[src/rtl/red_pitaya_dacbuf_pkg.sv]
// Shared constants and state encoding for the ASG channel DAC ping-pong buffer
// (used by the fill writer and the channel model).
package red_pitaya_dacbuf_pkg;

  localparam int AW         = 12;
  localparam int HALF_WORDS = 2 ** (AW - 1);
  localparam int WORD_W     = 64;

  typedef enum logic [1:0] {
    ST_IDLE    = 2'd0,
    ST_PREFILL = 2'd1,
    ST_WAIT    = 2'd2,
    ST_FILL    = 2'd3
  } fill_state_e;

endpackage

[src/rtl/red_pitaya_dacbuf_stats.sv]
// Fill statistics: saturating abort counter and wrapping written-word counter.
// Both clear only on reset.
module red_pitaya_dacbuf_stats (
  input  logic        clk_i,
  input  logic        rstn_i,
  input  logic        abort_i,
  input  logic        wr_i,
  output logic [15:0] underrun_cnt_o,
  output logic [31:0] word_cnt_o
);

  logic [15:0] underrun_cnt_q, underrun_cnt_d;
  logic [31:0] word_cnt_q, word_cnt_d;

  always_comb begin
    underrun_cnt_d = underrun_cnt_q;
    word_cnt_d     = word_cnt_q;
    if (abort_i && (underrun_cnt_q != 16'hFFFF)) begin
      underrun_cnt_d = underrun_cnt_q + 16'd1;
    end
    if (wr_i) begin
      word_cnt_d = word_cnt_q + 32'd1;
    end
  end

  always_ff @(posedge clk_i or negedge rstn_i) begin
    if (!rstn_i) begin
      underrun_cnt_q <= '0;
      word_cnt_q     <= '0;
    end else begin
      underrun_cnt_q <= underrun_cnt_d;
      word_cnt_q     <= word_cnt_d;
    end
  end

  assign underrun_cnt_o = underrun_cnt_q;
  assign word_cnt_o     = word_cnt_q;

endmodule

[src/rtl/red_pitaya_dacbuf_fill.sv]
// DAC buffer writer: prefills the whole ping-pong buffer, then refills each half as the reader vacates it.
// Optional counters on underrun_cnt_o/word_cnt_o are built only with DACBUF_FILL_STATS_EN defined.
module red_pitaya_dacbuf_fill
  import red_pitaya_dacbuf_pkg::*;
(
  input  logic              dacbuf_clk_i,
  input  logic              dacbuf_rstn_i,
  input  logic              en_i,
  input  logic [WORD_W-1:0] src_data_i,
  input  logic              src_valid_i,
  output logic              src_ready_o,
  input  logic [1:0]        dacbuf_ready_i,
  input  logic [1:0]        dacbuf_close_i,
  output logic              dacbuf_select_o,
  output logic [AW-1:0]     dacbuf_waddr_o,
  output logic [WORD_W-1:0] dacbuf_wdata_o,
  output logic              dacbuf_valid_o,
  output logic              fill_busy_o,
  output logic              fill_half_o,
  output logic              underrun_o,
  output logic [15:0]       underrun_cnt_o,
  output logic [31:0]       word_cnt_o
);

  localparam logic [AW-2:0] HALF_LAST = '1;

  fill_state_e       state_q, state_d;
  logic [1:0]        pending_q, pending_d;
  logic [AW-1:0]     cnt_q, cnt_d;
  logic              half_q, half_d;
  logic              underrun_q, underrun_d;
  logic              select_q, select_d;
  logic              busy_q, busy_d;
  logic              wr_vld_q, wr_vld_d;
  logic [AW-1:0]     waddr_q, waddr_d;
  logic [WORD_W-1:0] wdata_q, wdata_d;

  logic [1:0]    pend_eff;
  logic [1:0]    qualify;
  logic [1:0]    pend_clr;
  logic          prefill_done;
  logic          src_rdy;
  logic          accept;
  logic          abort;
  logic [AW-1:0] wr_addr;

  // A ready pulse in the decision cycle counts immediately, so refill starts one cycle after it.
  assign pend_eff = pending_q | dacbuf_ready_i;
  assign qualify  = pend_eff & ~dacbuf_close_i;

  always_comb begin
    state_d      = state_q;
    cnt_d        = cnt_q;
    half_d       = half_q;
    underrun_d   = underrun_q;
    pend_clr     = 2'b00;
    prefill_done = 1'b0;
    src_rdy      = 1'b0;
    abort        = 1'b0;
    wr_addr      = waddr_q;

    if (!en_i) begin
      state_d    = ST_IDLE;
      underrun_d = 1'b0;
    end else begin
      case (state_q)
        ST_IDLE: begin
          state_d = ST_PREFILL;
          cnt_d   = '0;
        end
        ST_PREFILL: begin
          src_rdy = 1'b1;
          if (src_valid_i) begin
            wr_addr = cnt_q;
            cnt_d   = cnt_q + 1'b1;
            if (cnt_q == '1) begin
              state_d      = ST_WAIT;
              prefill_done = 1'b1;
            end
          end
        end
        ST_WAIT: begin
          if (qualify != 2'b00) begin
            state_d = ST_FILL;
            cnt_d   = '0;
            half_d  = (qualify == 2'b11) ? ~half_q : qualify[1];
          end
        end
        ST_FILL: begin
          src_rdy = ~dacbuf_close_i[half_q];
          if (dacbuf_close_i[half_q]) begin
            // Close at count 0 just stalls; only a partly written half is an underrun.
            if (cnt_q[AW-2:0] != '0) begin
              abort            = 1'b1;
              underrun_d       = 1'b1;
              pend_clr[half_q] = 1'b1;
              state_d          = ST_WAIT;
            end
          end else if (src_valid_i) begin
            wr_addr = {half_q, cnt_q[AW-2:0]};
            cnt_d   = cnt_q + 1'b1;
            if (cnt_q[AW-2:0] == HALF_LAST) begin
              pend_clr[half_q] = 1'b1;
              state_d          = ST_WAIT;
            end
          end
        end
        default: state_d = ST_IDLE;
      endcase
    end
  end

  assign accept = src_rdy & src_valid_i;

  always_comb begin
    if (!en_i || prefill_done) begin
      pending_d = 2'b00;
    end else begin
      pending_d = (pending_q & ~pend_clr) | dacbuf_ready_i;
    end
  end

  always_comb begin
    wr_vld_d = accept;
    waddr_d  = accept ? wr_addr : waddr_q;
    wdata_d  = accept ? src_data_i : wdata_q;
    select_d = (state_d != ST_IDLE);
    busy_d   = (state_d == ST_PREFILL) || (state_d == ST_FILL);
  end

  always_ff @(posedge dacbuf_clk_i or negedge dacbuf_rstn_i) begin
    if (!dacbuf_rstn_i) begin
      state_q    <= ST_IDLE;
      pending_q  <= 2'b00;
      cnt_q      <= '0;
      half_q     <= 1'b0;
      underrun_q <= 1'b0;
      select_q   <= 1'b0;
      busy_q     <= 1'b0;
      wr_vld_q   <= 1'b0;
      waddr_q    <= '0;
      wdata_q    <= '0;
    end else begin
      state_q    <= state_d;
      pending_q  <= pending_d;
      cnt_q      <= cnt_d;
      half_q     <= half_d;
      underrun_q <= underrun_d;
      select_q   <= select_d;
      busy_q     <= busy_d;
      wr_vld_q   <= wr_vld_d;
      waddr_q    <= waddr_d;
      wdata_q    <= wdata_d;
    end
  end

  assign src_ready_o     = src_rdy;
  assign dacbuf_select_o = select_q;
  assign dacbuf_waddr_o  = waddr_q;
  assign dacbuf_wdata_o  = wdata_q;
  assign dacbuf_valid_o  = wr_vld_q;
  assign fill_busy_o     = busy_q;
  assign fill_half_o     = half_q;
  assign underrun_o      = underrun_q;

`ifdef DACBUF_FILL_STATS_EN
  red_pitaya_dacbuf_stats u_stats (
    .clk_i          (dacbuf_clk_i),
    .rstn_i         (dacbuf_rstn_i),
    .abort_i        (abort),
    .wr_i           (wr_vld_q),
    .underrun_cnt_o (underrun_cnt_o),
    .word_cnt_o     (word_cnt_o)
  );
`else
  assign underrun_cnt_o = 16'd0;
  assign word_cnt_o     = 32'd0;
`endif

endmodule

[config.mk]
export PLATFORM = sky130hd
export DESIGN_NAME = red_pitaya_dacbuf_fill
export DESIGN_NICKNAME = d
export VERILOG_FILES = /design/src/rtl/red_pitaya_dacbuf_pkg.sv /design/src/rtl/red_pitaya_dacbuf_stats.sv /design/src/rtl/red_pitaya_dacbuf_fill.sv
export SDC_FILE = /design/constraint.sdc
export NUM_CORES = 1
export LEC_CHECK = 0
export ABC_CLOCK_PERIOD_IN_PS = 2350
export BUFFER_PORTS_ARGS = -buffer_cell sky130_fd_sc_hd__buf_4
export CAP_MARGIN = 20
export CORE_MARGIN = 2
export CORE_UTILIZATION = 49
export CTS_BUF_LIST = sky130_fd_sc_hd__clkbuf_2 sky130_fd_sc_hd__clkbuf_4 sky130_fd_sc_hd__clkbuf_8
export CTS_CLUSTER_DIAMETER = 200
export DETAILED_ROUTE_END_ITERATION = 8
export PLACE_DENSITY = 0.8
export SYNTH_ARGS = -nofsm -noshare
export SYNTH_HDL_FRONTEND = slang
export SYNTH_SLANG_ARGS = --single-unit
export TNS_END_PERCENT = 30
[constraint.sdc]
create_clock -name dacbuf_clk_i -period 2.35 [get_ports dacbuf_clk_i]
set_clock_uncertainty 0.1 [all_clocks]
set_input_delay 0.3525 -clock dacbuf_clk_i [delete_from_list [all_inputs] [get_ports dacbuf_clk_i]]
set_output_delay 0.3525 -clock dacbuf_clk_i [all_outputs]
set_load 0.01 [all_outputs]
; ---- After elaboration in Yosys (flattened, before gate mapping)
; Index checks and enable logic that the tools add are counted.
[totals]
reg_bits = 97
latchBits = 0
ramBits = 0
rom_bits = 0
inputBits = 72
output_inout_bits = 130
memories = 0
[op_classes]
addsub = 1
multipliers = 0
div = 0
magnitude_cmp = 2
n_eq_ne = 15
shifts = 0
muxes = 39
n_bitwise = 9
n_reduce_logical = 13
[ops]
columns = op, count
row1 = 2-to-1 mux 12 bit, 6
row2 = one-hot mux 12 bit (4 select lines), 1
row3 = 2-to-1 mux 2 bit, 15
row4 = one-hot mux 12 bit (2 select lines), 1
row5 = 2-to-1 mux 1 bit, 13
row6 = "adder 12 x 1 -> 12 bit, second input constant", 1
row7 = "== test 12 bit, second input constant", 1
row8 = "== test 11 bit, second input constant", 1
row9 = nonzero test 11 bit, 1
row10 = AND reduction 3 bit, 3
row11 = "== test 2 bit, second input constant", 4
row12 = "inequality test 2 bit, second input constant", 4
row13 = one-hot mux 2 bit (4 select lines), 1
row14 = "inequality test 2 x 1 -> 1 bit, second input constant", 3
row15 = AND reduction 6 bit, 1
row16 = nonzero test 2 bit, 3
row17 = bitwise AND 2 bit, 2
row18 = "== test 2 x 1 -> 1 bit, second input constant", 2
row19 = NOT 2 bit, 2
row20 = OR 2 bit, 2
row21 = logical NOT 2 bit, 1
row22 = logical OR 1 bit, 2
row23 = "< comparator 1 x 2 -> 1 bit, second input constant", 1
row24 = NOT 1 bit, 2
row25 = other kinds (6), 6

; ---- Logic depth before layout (Yosys ltp)
[logic_depth]
ltp_word = 13
ltp_mapped = 8
ltp_nobuf = 6

; ---- Worst setup path after synthesis
; No wires, ideal clock.
[synth_timing]
kind = register to register
startpoint = register half_q, in the netlist fill_half_o
endpoint = register waddr_q[0], in the netlist dacbuf_waddr_o[0]
setup_ns = 0.125
t_arrival_ns = 1.809
path_slack_ns = 0.316
stages_incl_launch_ff = 8
period_less_slack_ns = 2.034
path_cell_list = dfrtp_1 > buf_6 > mux2_4 > a21oi_2 > and2_4 > buf_12 > buf_12 > mux2_4
[synth_between]
elab_chain_len = 7
word_cells_on_any_way = 8
cone_classes = 1 x eq/ne / 4 x mux / 2 x bitwise / 1 x reduce/logical
[synth_rtl]
columns = item, line_no
row1 = "start, declared", red_pitaya_dacbuf_fill.sv:30  ; logic half_q, half_d;
row2 = "start signal, assigned", red_pitaya_dacbuf_fill.sv:147  ; half_q <= half_d;
row3 = 2-to-1 mux 1 bit (implied by the code) (2 in a row), red_pitaya_dacbuf_fill.sv:90  ; src_rdy = ~dacbuf_close_i[half_q];
row4 = NOT 1 bit, red_pitaya_dacbuf_fill.sv:90
row5 = one-hot mux 1 bit (2 select lines), red_pitaya_dacbuf_fill.sv:66  ; case (state_q)
row6 = 2-to-1 mux 1 bit, red_pitaya_dacbuf_fill.sv:62  ; if (!en_i) begin
row7 = via src_ready_o, red_pitaya_dacbuf_fill.sv:11  ; output logic src_ready_o,
row8 = bitwise AND 1 bit, red_pitaya_dacbuf_fill.sv:113  ; assign accept = src_rdy & src_valid_i;
row9 = AND reduction 6 bit (no source line), --
row10 = "end signal, assigned", red_pitaya_dacbuf_fill.sv:152  ; waddr_q <= waddr_d;
row11 = "end, declared", red_pitaya_dacbuf_fill.sv:35  ; logic [AW-1:0] waddr_q, waddr_d;
; The timed path passes the listed nets, and every way through them passes these cells. The select of a mux whose other input is x is not followed.
; A chain may end at the register's enable or synchronous reset.

; ---- Worst setup path in the final report
[layout_timing]
startpoint = register half_q, in the netlist fill_half_o
endpoint = register wdata_q[47], in the netlist dacbuf_wdata_o[47]
[layout_between]
elab_chain_len = 6
[layout_rtl]
columns = item, line_no
row1 = 2-to-1 mux 1 bit (implied by the code) (2 in a row), red_pitaya_dacbuf_fill.sv:90
row2 = NOT 1 bit, red_pitaya_dacbuf_fill.sv:90
row3 = one-hot mux 1 bit (2 select lines), red_pitaya_dacbuf_fill.sv:66
row4 = 2-to-1 mux 1 bit, red_pitaya_dacbuf_fill.sv:62
row5 = bitwise AND 1 bit, red_pitaya_dacbuf_fill.sv:113
row6 = "end signal, assigned", red_pitaya_dacbuf_fill.sv:153  ; wdata_q <= wdata_d;
row7 = "end, declared", red_pitaya_dacbuf_fill.sv:36  ; logic [WORD_W-1:0] wdata_q, wdata_d;
; No other way between the ends. The select of a mux whose other input is x is not followed.

==> results.py <==
metrics = {
    "status": {
        "status": "finished clean",
    },
    "power": {
        "pwr-share-comb_pct": 25.1,
        "total_power_mw": 4.294,
        "p_int_mw": 3.159,
        "powerDensity_mw_per_mm2": 718.2,
        "ir_worst_vdd_mv": 0.4761,
        "p_leak_nw": 2.983,
        "pwr-share-seq_pct": 47.1,
        "switching_share_pct": 26.43,
        "pwr-share-clk_pct": 27.8,
        "power_switching_mw": 1.135,
    },
    "route": {
        "dr.pass1.iters": 4,
        "wl_per_cell_um": 16.24,
        "postRouteAntennaNets": 0,
        "routed_wl_mm": 10.05,
        "dr.first_iter.drc_count": 61,
        "num_vias": 2946,
        "drc": 0,
        "vias_per_cell": 4.759,
    },
    "setup_path": {
        "crit_chain": "mux2_4 > a21oi_2 > and2_4 > buf_4 > mux2_4",
        "end_kind": "flip-flop",
        "required_ns": 2.50,
        "critPathKind": "reg2reg",
        "worstPathArrival_ns": 2.19,
        "critPathTopFamily": "multiplexers",
        "slowest_stage": "dfrtp_1",
        "path_common_cell": "mux2_4",
        "slowest_delay_ns": 0.40,
        "path_buf_inv": 1,
        "crit_path_max_fanout": 16,
        "cp-start-kind": "flip-flop",
    },
    "final_layout": {
        "finalNetCount": 559,
        "diodes": 0,
        "drive_above_1_share_pct": 53.47,
        "final_cells": 619,
        "syn2layout_area_growth_pct": 26.80,
    },
    "placement": {
        "port_buffers": 153,
        "finalWeightedCongestion": 0.8727,
        "hpwl_mm": 7.491,
        "dp.cells": 602,
    },
    "global_routing": {
        "grt_pass1_wl_mm": 15.07,
        "grt_usage_pct": 18.95,
        "grt_max_degree": 51,
        "grt_pass1_vias": 2882,
        "gr-usage-met1_pct": 22.89,
        "antenna_found_initial": 0,
        "gr-total-overflow": 0,
        "busiest_layer": "met2",
        "grt_use_met3_pct": 6.224,
        "met2_usage_pct": 31.93,
    },
    "yosys": {
        "async_flop_share_pct": 100.0,
        "syn_area_mm2": 0.004715,
        "ys_top_cells_by_count": "dfrtp_1, mux2_4, buf_4",
        "synth_cell_types": 45,
        "yosysTopAreaCellShare_pct": 50.96,
        "ys.flop_type": "dfrtp_1",
        "synthTopCellsByArea": "dfrtp_1, mux2_4, buf_4, buf_12, nor2_1",
        "syn_area_per_cell_um2": 14.42,
        "ys_warn_count": 0,
        "synth_edf_count": 0,
        "yosysSeqAreaShare_pct": 50.96,
        "yosysMostFrequentCell": "dfrtp_1",
        "synth_seq_cells": 96,
        "synth_area_leader_cell": "dfrtp_1",
        "syn_inst": 327,
    },
    "cts": {
        "root_buffer": "clkbuf_8",
        "clkSlewWorstSetupHoldPaths_ns": 0.10,
        "clock_latency_ns": 0.35,
        "cts_tree": "done",
        "cts.sinks": 96,
        "ctsHtreeMaxLevel": 3,
        "numCtsBuffers": 9,
        "hold_buffers": 1,
        "cts_resized": 0,
        "cts_setup_buffers": 0,
        "clk_path_buf_depth": 2,
    },
    "hold_path": {
        "hold_path_class": "in2reg",
    },
    "timing": {
        "min_period_ns": 2.037,
        "fmax_mhz": 490.9,
        "tns_ns": 0,
        "rsz0062_at_grt": "no",
        "worst_pin_slew_ns": 0.6251,
        "worst_slew_margin_rel_pct": 58.33,
        "setup_violations": 0,
        "hold_violations": 0,
        "finalCritPeriodShare_pct": 86.69,
        "slew_viol_final": 0,
    },
    "floorplanning": {
        "die_y_um": 102.1,
        "io_pins": 202,
        "core_region_area_mm2": 0.009284,
        "rows": 35,
        "die_area_mm2": 0.01042,
        "die-width_um": 102.1,
        "start_util_pct": 50.78,
    },
    "run": {
        "drv_cap": 0,
    },
}
==> final timing paths <==
path	end	slack, ns	cells after the start	from
worst max-delay path	dacbuf_wdata_o[47]	0.31	5	fill_half_o
worst min-delay path	dacbuf_select_o	0.06	1	en_i
worst max register to register	dacbuf_wdata_o[47]	0.31	5	fill_half_o
worst min register to register	dacbuf_waddr_o[6]	0.42	1	dacbuf_waddr_o[6]
max in group asynchronous	dacbuf_wdata_o[2]	1.01	3	dacbuf_rstn_i
min in group asynchronous	dacbuf_wdata_o[52]	0.44	2	dacbuf_rstn_i
==> worst register-to-register path, delay by kind of cell (launching register included) <==
| kind | cells | cell delay, ns |
|---|---|---|
| muxes | 2 | 0.63 |
| and+or+nand+nor | 1 | 0.36 |
| DFF | 1 | 0.40 |
| buffers and inverters | 1 | 0.26 |
| AOI/OAI and AO/OA | 1 | 0.17 |
==> layout make-up <==
cell class / instances / area [µm²]
fill: 724 / 3306
sequential: 96 / 2402
multi-input combinational: 209 / 1892
timing repair buffer: 163 / 1276
tap: 129 / 161.4
clock buffer: 10 / 131.4
clock inverter: 6 / 92.59
inverter: 6 / 22.52
==> power groups by stage <==
stage	logic (mW)	registers, mW	clock network [mW]
2_1_floorplan	0.504	2.14	0
3_3_place_gp	1.06	2.04	0
3_5_place_dp	1.08	2.05	0
4_1_cts	1.09	2.02	1.23
5_1_grt	1.15	2.05	1.30
6_report	1.08	2.02	1.19
==> per-layer routing <==
metal | wire length (µm) | share of wire [%]
met5 | 0 | 0
met4 | 195 | 1.9
met3 | 892 | 8.9
met2 | 5007 | 50
met1 | 3958 | 39
==> through the flow <==
step	worst slack, ns	hold WS, ns	area [µm²]	utilization, %
final	0.3129	0.05796	5978	64.39
after global routing	0.2323	0.02480	5978	64.39
after CTS	0.3007	0.03199	5978	64.39
after global placement	0.3148	0.2926	5744	61.87
after floorplan	0.3158	-0.04309	4891	-
after detailed placement	0.2668	0.3111	5744	61.87
==> flip-flops by register name, summed over array words and instances (netlist names) <==
signal	count
pending_q	2
dacbuf_wdata_o	64
fill_half_o	1
cnt_q	12
dacbuf_select_o	1
state_q	2
dacbuf_valid_o	1
dacbuf_waddr_o	12
underrun_o	1
==> cells by family (layout without fill, tap and decap cells) <==
group                    Yosys count  count (layout)  share of synthesized area (%)
buffers and inverters             69             185                          12.66
other                              1              48                        0.07954
adder cells (fa/ha/maj)            2               2                         0.5307
multiplexers                      79              79                          24.87
AO/OA/AOI/OAI                     18              18                          3.185
flip-flops                        96              96                          50.96
XOR/XNOR                           8               8                          1.486
AND/OR/NAND/NOR                   54              54                          6.237
==> layout by cell type (no fill, tap or decap), drive strengths merged, types with 3 or more instances in the layout <==
master	count
buf	162
dfrtp	96
mux2	77
conb	48
nor2	17
clkbuf	10
inv	7
nand4	6
nor4	6
nand2	6
xnor2	5
nor3	4
a21oi	4
nand3	3
xor2	3
(Power assumes the default switching activity.)
